[src/rtl/ad100_pkg.sv]
// Shared widths, default RAM window placement and the response-owner encoding
// for the two-port RAM arbiter.
package ad100_pkg;
  localparam int unsigned ADDR_W = 30;
  localparam int unsigned DATA_W = 32;
  localparam int unsigned RAM_AW = 13;
  localparam logic [ADDR_W-RAM_AW-1:0] RAM_BASE = 17'h0E000;

  typedef enum logic [1:0] {
    OWN_NONE = 2'd0,
    OWN_M0   = 2'd1,
    OWN_M1   = 2'd2
  } owner_e;

  typedef struct packed {
    logic              we;
    logic [ADDR_W-1:0] addr;
    logic [DATA_W-1:0] wdata;
  } req_t;
endpackage

[src/rtl/ad100_starve_cnt.sv]
// Saturating count of consecutive cycles the DMA port was left waiting.
module ad100_starve_cnt #(
  parameter int unsigned LIMIT = 4
) (
  input  logic clk,
  input  logic rst_n,
  input  logic inc,
  input  logic clr,
  output logic at_limit
);
  localparam int unsigned W = (LIMIT < 1) ? 1 : $clog2(LIMIT + 1);

  logic [W-1:0] cnt_q, cnt_d;

  assign at_limit = (cnt_q == W'(LIMIT));

  always_comb begin
    cnt_d = cnt_q;
    if (clr)                  cnt_d = '0;
    else if (inc && !at_limit) cnt_d = cnt_q + 1'b1;
  end

  always_ff @(posedge clk or negedge rst_n) begin
    if (!rst_n) cnt_q <= '0;
    else        cnt_q <= cnt_d;
  end
endmodule

[src/rtl/ad100_ram_arb.sv]
// Fixed-priority CPU/DMA arbiter onto one single-cycle RAM, with DMA
// anti-starvation and a one-stage response pipeline.
module ad100_ram_arb #(
  parameter int unsigned RAM_AW       = ad100_pkg::RAM_AW,
  parameter logic [ad100_pkg::ADDR_W-RAM_AW-1:0] RAM_BASE = ad100_pkg::RAM_BASE,
  parameter int unsigned STARVE_LIMIT = 4
) (
  input  logic                         clk,
  input  logic                         rst_n,
  input  logic                         m0_req,
  input  logic                         m0_we,
  input  logic [ad100_pkg::ADDR_W-1:0] m0_addr,
  input  logic [ad100_pkg::DATA_W-1:0] m0_wdata,
  output logic                         m0_gnt,
  output logic                         m0_rvalid,
  output logic [ad100_pkg::DATA_W-1:0] m0_rdata,
  input  logic                         m1_req,
  input  logic                         m1_we,
  input  logic [ad100_pkg::ADDR_W-1:0] m1_addr,
  input  logic [ad100_pkg::DATA_W-1:0] m1_wdata,
  output logic                         m1_gnt,
  output logic                         m1_rvalid,
  output logic [ad100_pkg::DATA_W-1:0] m1_rdata,
  output logic                         ram_en,
  output logic                         ram_we,
  output logic [RAM_AW-1:0]            ram_addr,
  output logic [ad100_pkg::DATA_W-1:0] ram_wdata,
  input  logic [ad100_pkg::DATA_W-1:0] ram_rdata
);
  import ad100_pkg::*;

  req_t   r0, r1, sel;
  logic   g0, g1, hit, at_limit;
  owner_e owner_q, owner_d;
  logic   zero_q, zero_d;

  assign r0 = '{we: m0_we, addr: m0_addr, wdata: m0_wdata};
  assign r1 = '{we: m1_we, addr: m1_addr, wdata: m1_wdata};

  // Grants are gated by rst_n so nothing leaks out while reset is held.
  always_comb begin
    g1  = rst_n && m1_req && (!m0_req || at_limit);
    g0  = rst_n && m0_req && !g1;
    sel = g1 ? r1 : r0;
    hit = (sel.addr[ADDR_W-1:RAM_AW] == RAM_BASE);
  end

  assign m0_gnt    = g0;
  assign m1_gnt    = g1;
  assign ram_en    = (g0 || g1) && hit;
  assign ram_we    = ram_en && sel.we;
  assign ram_addr  = sel.addr[RAM_AW-1:0];
  assign ram_wdata = sel.wdata;

  ad100_starve_cnt #(.LIMIT(STARVE_LIMIT)) u_starve (
    .clk      (clk),
    .rst_n    (rst_n),
    .inc      (m1_req && !g1),
    .clr      (!m1_req || g1),
    .at_limit (at_limit)
  );

  // Writes and out-of-window reads still respond, but with zero data.
  always_comb begin
    owner_d = g0 ? OWN_M0 : (g1 ? OWN_M1 : OWN_NONE);
    zero_d  = !hit || sel.we;
  end

  always_ff @(posedge clk or negedge rst_n) begin
    if (!rst_n) begin
      owner_q <= OWN_NONE;
      zero_q  <= 1'b1;
    end else begin
      owner_q <= owner_d;
      zero_q  <= zero_d;
    end
  end

  assign m0_rvalid = (owner_q == OWN_M0);
  assign m1_rvalid = (owner_q == OWN_M1);
  assign m0_rdata  = (m0_rvalid && !zero_q) ? ram_rdata : '0;
  assign m1_rdata  = (m1_rvalid && !zero_q) ? ram_rdata : '0;
endmodule
[config.mk]
export PLATFORM = sky130hd
export DESIGN_NAME = ad100_ram_arb
export DESIGN_NICKNAME = d
export VERILOG_FILES = /design/src/rtl/ad100_pkg.sv /design/src/rtl/ad100_starve_cnt.sv /design/src/rtl/ad100_ram_arb.sv
export SDC_FILE = /design/constraint.sdc
export NUM_CORES = 1
export LEC_CHECK = 0
export CORE_AREA = 3 3 107 109
export DETAILED_ROUTE_END_ITERATION = 7
export DIE_AREA = 0 0 110 112
export SYNTH_ARGS = -nofsm -noshare
export SYNTH_HDL_FRONTEND = slang
export SYNTH_SLANG_ARGS = --single-unit
[constraint.sdc]
create_clock -name clk -period 3.14 [get_ports clk]
set_clock_uncertainty 0.1 [all_clocks]
set_input_delay 0.471 -clock clk [delete_from_list [all_inputs] [get_ports clk]]
set_output_delay 0.471 -clock clk [all_outputs]
set_load 0.01 [all_outputs]
==> reports/qor.yml, run 1 <==
timing:
  fin_crit_sh: 0.957
  finalSetupViolations: 0
  clock.fmax_ghz: 0.333
  worst_slew_pin_slew_ns: 0.281
  rsz0062_at_grt: "no"
  setup_tns_ns: 0
  fin_crit_ns: 3.00
  finalHoldViolCount: 0
  relSlewSlack: 0.807
  slew_viol_final: 0
floorplan:
  die-area_um2: 12300
  initial_core_util: 0.149
  num_rows: 38
  die_height_um: 112
  die_w_um: 110
  coreArea_um2: 10700
  boundaryPins: 277
cts:
  ctsHoldBuffers: 0
  root_buffer: "clkbuf_8"
  clk_latency_ns: 0.22
  clockBufferDepth: 2
  path_clk_slew_ns: 0.04
  cts_sinks: 6
  cts_buffers: 3
  post_cts_resized: 0
  post-cts-setup-buffers: 0
  cts_tree: "done"
  cts_max_level: 1
logic_synthesis:
  synth_compound_area_frac: 0.0268
  synth_fa_ha_area_frac: 0.0157
  yosys.area_share.simple: 0.359
  synth_top_family_by_area: "multiplexers"
  synth_top_area_share: 0.425
  synthXorXnorAreaFrac: 0.00551
  synth_area_leader_cell: "mux2_4"
  seq_area_frac_synth: 0.0953
  synth_cell_types: 26
  avgSynthCellArea_um2: 9.29
  yosysWarnings: 0
  synthMuxAreaShare: 0.431
  ys_ff_latch: 6
  syn_nets: 335
  netlist_top_cells_area: "mux2_4, and2_1, dfrtp_1"
  netlist_instances: 171
  syn_area_um2: 1590
global_route:
  grt_pass1_wl_um: 12600
  grt_max_degree: 33
  gr-total-overflow: 0
  antenna_found_initial: 1
  grt_pass1_vias: 2404
  grt_usage: 0.131
placement:
  dp_hpwl_um: 8400
  gp_congestion: 0.715
  dp_cells: 581
  port_buffers: 276
  postPlaceCellArea_um2: 4510
setup_path:
  critPathArrivalTime_ns: 2.43
  cp-end-kind: "output port"
  crit_type: "in -> out"
  critPathLaunchType: "primary input"
  worst-endpoint-required_ns: 2.57
  crit_fanout: 20
cells_and_area:
  final_cell_mix: "clkdlybuf4s50_1, and2_1, mux2_4"
  stdcell_count: 586
  final_nets: 610
  drive_above_1_share: 0.135
  final_util: 0.429
  fin_area_um2: 4580
  final_common_cell: "clkdlybuf4s50_1"
  area_delta_synth_final_pct: 189
run_status:
  status: "complete, no violations"
detailed_routing:
  drtAntennaViolNets: 0
  drc: 0
  wirelength_um: 9120
  drtPass1Iterations: 4
  viasPerCell: 3.96
  drt_iter0_markers: 92
  vias: 2323
  avgRoutedWirePerCell_um: 15.6
min_path:
  hp-class: "in -> async"
flow_run:
  cap_violations: 0
power_and_ir_drop:
  power_leakage_nw: 1.93
  p_per_area_nw_per_um2: 144
  vdd_drop_max_mv: 0.107
==> state kept, by name, indices dropped and copies added (netlist names) <==
name and flops:
owner_q 2, zero_q 1, u_starve.cnt_q 3
==> path summary, 6_finish.rpt <==
kind	start	to	slack, ns	cells after the start
hold reg to reg	u_starve.cnt_q[0]	u_starve.cnt_q[0]	0.49	2
max in group asynchronous	rst_n	zero_q	2.28	2
setup reg to reg	u_starve.cnt_q[0]	zero_q	1.39	6
hold / removal	rst_n	owner_q[0]	0.46	2
min in group clk	u_starve.cnt_q[0]	u_starve.cnt_q[0]	0.49	2
setup / recovery	m1_req	ram_wdata[14]	0.14	6
==> layer usage <==
layer / wire length [µm] / share of wire / global-route usage
met4: 119 / 0.013 / 0.0241
met5: 0 / 0 / 0
met3: 1210 / 0.13 / 0.0388
met2: 4840 / 0.53 / 0.263
met1: 2960 / 0.32 / 0.128
==> metrics by stage <==
step / worst slack [ns] / hold slack (ns) / power [mW]
6_report: 0.135 / 0.456 / 0.662
3_5_place_dp: 0.0586 / 0.475 / 0.547
5_1_grt: 0.0605 / 0.480 / 0.696
3_3_place_gp: 0.0726 / 0.445 / 0.541
2_1_floorplan: 0.946 / 0.0754 / 0.227
4_1_cts: 0.0219 / 0.456 / 0.670
==> final cells by class <==
type | count | area [µm²]
fillers | 1088 | 6110
repair buffers | 282 | 2840
multi-input cells | 149 | 1360
well taps | 140 | 175
flip-flops and latches | 6 | 151
clock buffers | 4 | 45.0
inverters | 4 | 15.0
diodes | 1 | 2.50
==> Yosys cell counts <==
| cell | count |
|---|---|
| nand3_1 | 1 |
| buf_6 | 6 |
| nand2_1 | 7 |
| and3_1 | 1 |
| mux2i_1 | 1 |
| nor4_1 | 4 |
| nor2_1 | 6 |
| a21oi_1 | 1 |
| inv_1 | 4 |
| o21ai_0 | 1 |
| a21o_1 | 1 |
| nand2_2 | 1 |
| nor3b_1 | 1 |
| nor2b_1 | 5 |
| dfrtp_1 | 5 |
| and2_1 | 64 |
| nor3_1 | 1 |
| nor4b_1 | 2 |
| clkbuf_1 | 6 |
| a2111oi_2 | 1 |
| ha_1 | 2 |
| and4_1 | 2 |
| dfstp_2 | 1 |
| mux2_4 | 45 |
| xnor2_1 | 1 |
| a32o_1 | 1 |
==> power by group <==
group / total [mW] / switching, mW / leakage [nW] / internal (mW)
Sequential: 0.0874 / 0.00437 / 0.0768 / 0.0830
Combinational: 0.455 / 0.125 / 1.84 / 0.330
Clock: 0.120 / 0.0324 / 0.0228 / 0.0872
==> cell families (layout without fill, tap and decap cells) <==
| kind of cell | after synthesis | in the layout |
|---|---|---|
| fa+ha+maj | 2 | 2 |
| simple gates | 95 | 95 |
| buf+inv | 16 | 290 |
| compound gates | 5 | 5 |
| mux | 46 | 46 |
| other cells | 0 | 1 |
| xor+xnor | 1 | 1 |
| flops | 6 | 6 |
==> critical path, stage by stage <==
cell and delay [ns]:
clkdlybuf4s50_1 0.51, nand2_1 0.14, a21o_4 0.30, buf_12 0.20, mux2_4 0.30, clkdlybuf4s50_1 0.50
Power figures use the tool's default switching activity.
==> inputs of run 2 (changes only) <==
Settings changed: PLACE_DENSITY set to 0.63.
==> reports/qor.yml, run 2 (synthesis gave the netlist of run 1 again) <==
setup_path:
  crit_chain: "clkdlybuf4s50_1, nor4b_1, and4_1, a32o_1, nor3b_1, clkdlybuf4s50_1"
  crit_fanout: 3
  critPathLaunchType: "primary input"
  worst-path-buf-inv: 2
  crit_type: "in -> out"
  crit_family: "buffers and inverters"
  worst-endpoint-required_ns: 2.57
  cp-end-kind: "output port"
  critPathArrivalTime_ns: 2.45
  critical_path.max_stage_delay_ns: 0.57
  cp.depth: 6
  cp_slowest_cell: "clkdlybuf4s50_1"
  crit_top_cell: "clkdlybuf4s50_1"
  worst_r2r_path_depth: 6
floorplan:
  initial_core_util: 0.149
  die_height_um: 112
  boundaryPins: 277
  coreArea_um2: 10700
  num_rows: 38
  die-area_um2: 12300
  die_w_um: 110
cells_and_area:
  seq_area_um2: 151
  top_register: "u_starve.cnt_q"
  final_nets: 609
  nFillCells: 1052
  largestRegisters: "u_starve.cnt_q (3), owner_q (2), zero_q (1)"
  final_cell_mix: "clkdlybuf4s50_1, and2_1, mux2_4"
  drive_above_1_share: 0.128
  antennaDiodeCount: 0
  final_common_cell: "clkdlybuf4s50_1"
  multiInputGateArea_um2: 1330
  area_delta_synth_final_pct: 187
  largest_reg_flops: 3
detailed_routing:
  wl_met1_um: 2710
  drtPass1Iterations: 4
  wl_met3_um: 1220
  wirelength_um: 8870
  vias: 2308
  avgRoutedWirePerCell_um: 15.2
  dr_wl_met2_um: 4900
  drtAntennaViolNets: 0
  drt_iter0_markers: 85
  route.top_layer_used: "met4"
  viasPerCell: 3.95
  drc: 0
placement:
  port_buffers: 276
  gp_congestion: 0.688
  dp_hpwl_um: 8060
power_and_ir_drop:
  p_per_area_nw_per_um2: 146
  intPower_uw: 500
  p_sw_frac: 0.250
  vdd_drop_max_mv: 0.119
  seq_power_share: 0.131
  p_switching_uw: 167
  power_leakage_nw: 1.91
  power_frac_clock: 0.189
  comb_power_share: 0.680
  power_uw: 667
timing:
  finalSetupViolations: 0
  clock.fmax_ghz: 0.331
  setup_tns_ns: 0
  fin_crit_sh: 0.963
  fin_crit_ns: 3.02
  relSlewSlack: 0.830
  finalHoldViolCount: 0
  worst_slew_pin_slew_ns: 0.247
  rsz0062_at_grt: "no"
  slew_viol_final: 0
global_route:
  grt_pass1_wl_um: 12300
  gr-total-overflow: 0
  grt_pass1_vias: 2424
  grt_usage: 0.127
  grt_max_degree: 47
  antenna_found_initial: 0
cts:
  clk_latency_ns: 0.23
  ctsHoldBuffers: 0
  cts_sinks: 6
  clockBufferDepth: 2
  cts_max_level: 1
  root_buffer: "clkbuf_8"
  post_cts_resized: 0
  cts_tree: "done"
  path_clk_slew_ns: 0.04
  cts_buffers: 3
  post-cts-setup-buffers: 0
min_path:
  hp-class: "in -> async"
run_status:
  status: "complete, no violations"
flow_run:
  cap_violations: 0
## run 2: per-layer routing
layer,GRT usage,vias up
met2,0.267,172
li1,-,1121
met1,0.115,1011
met4,0.0183,0
met5,0,-
met3,0.0400,4
## run 2: area by class of cell
cell class | instances | area share
multi-input cells | 149 | 0.293
clock buffers | 4 | 0.00988
repair buffers | 281 | 0.623
well taps | 140 | 0.0384
flip-flops and latches | 6 | 0.0332
inverters | 4 | 0.00329
## run 2: stage by stage
stage          cell area [µm²]  setup slack [ns]  utilization  instances  hold WS, ns
6_report                  4560             0.117        0.426        584        0.473
5_1_grt                   4560            0.0396        0.426        584        0.505
4_1_cts                   4530            0.0696        0.423        583        0.473
3_5_place_dp              4480            0.0929        0.419        579        0.478
3_3_place_gp              4480            0.0686        0.419        579        0.444
2_1_floorplan             1590             0.946            -        171       0.0754
## run 2: power groups by stage
| stage | clock [mW] | sequential [mW] | combinational, mW |
|---|---|---|---|
| finish | 0.126 | 0.0875 | 0.453 |
| global route | 0.129 | 0.0882 | 0.479 |
| CTS | 0.125 | 0.0874 | 0.456 |
| detailed placement | 0 | 0.0883 | 0.454 |
| global placement | 0 | 0.0876 | 0.448 |
| floorplan | 0 | 0.0872 | 0.140 |
## run 2: path summary, 6_finish.rpt
path	to	slack, ns	startpoint
worst max-delay path	ram_we	0.12	m1_addr[23]
worst min-delay path	u_starve.cnt_q[2]	0.47	rst_n
worst max register to register	zero_q	1.43	u_starve.cnt_q[0]
worst min register to register	u_starve.cnt_q[1]	0.48	u_starve.cnt_q[1]
max in group asynchronous	zero_q	2.26	rst_n
min in group clk	u_starve.cnt_q[1]	0.48	u_starve.cnt_q[1]
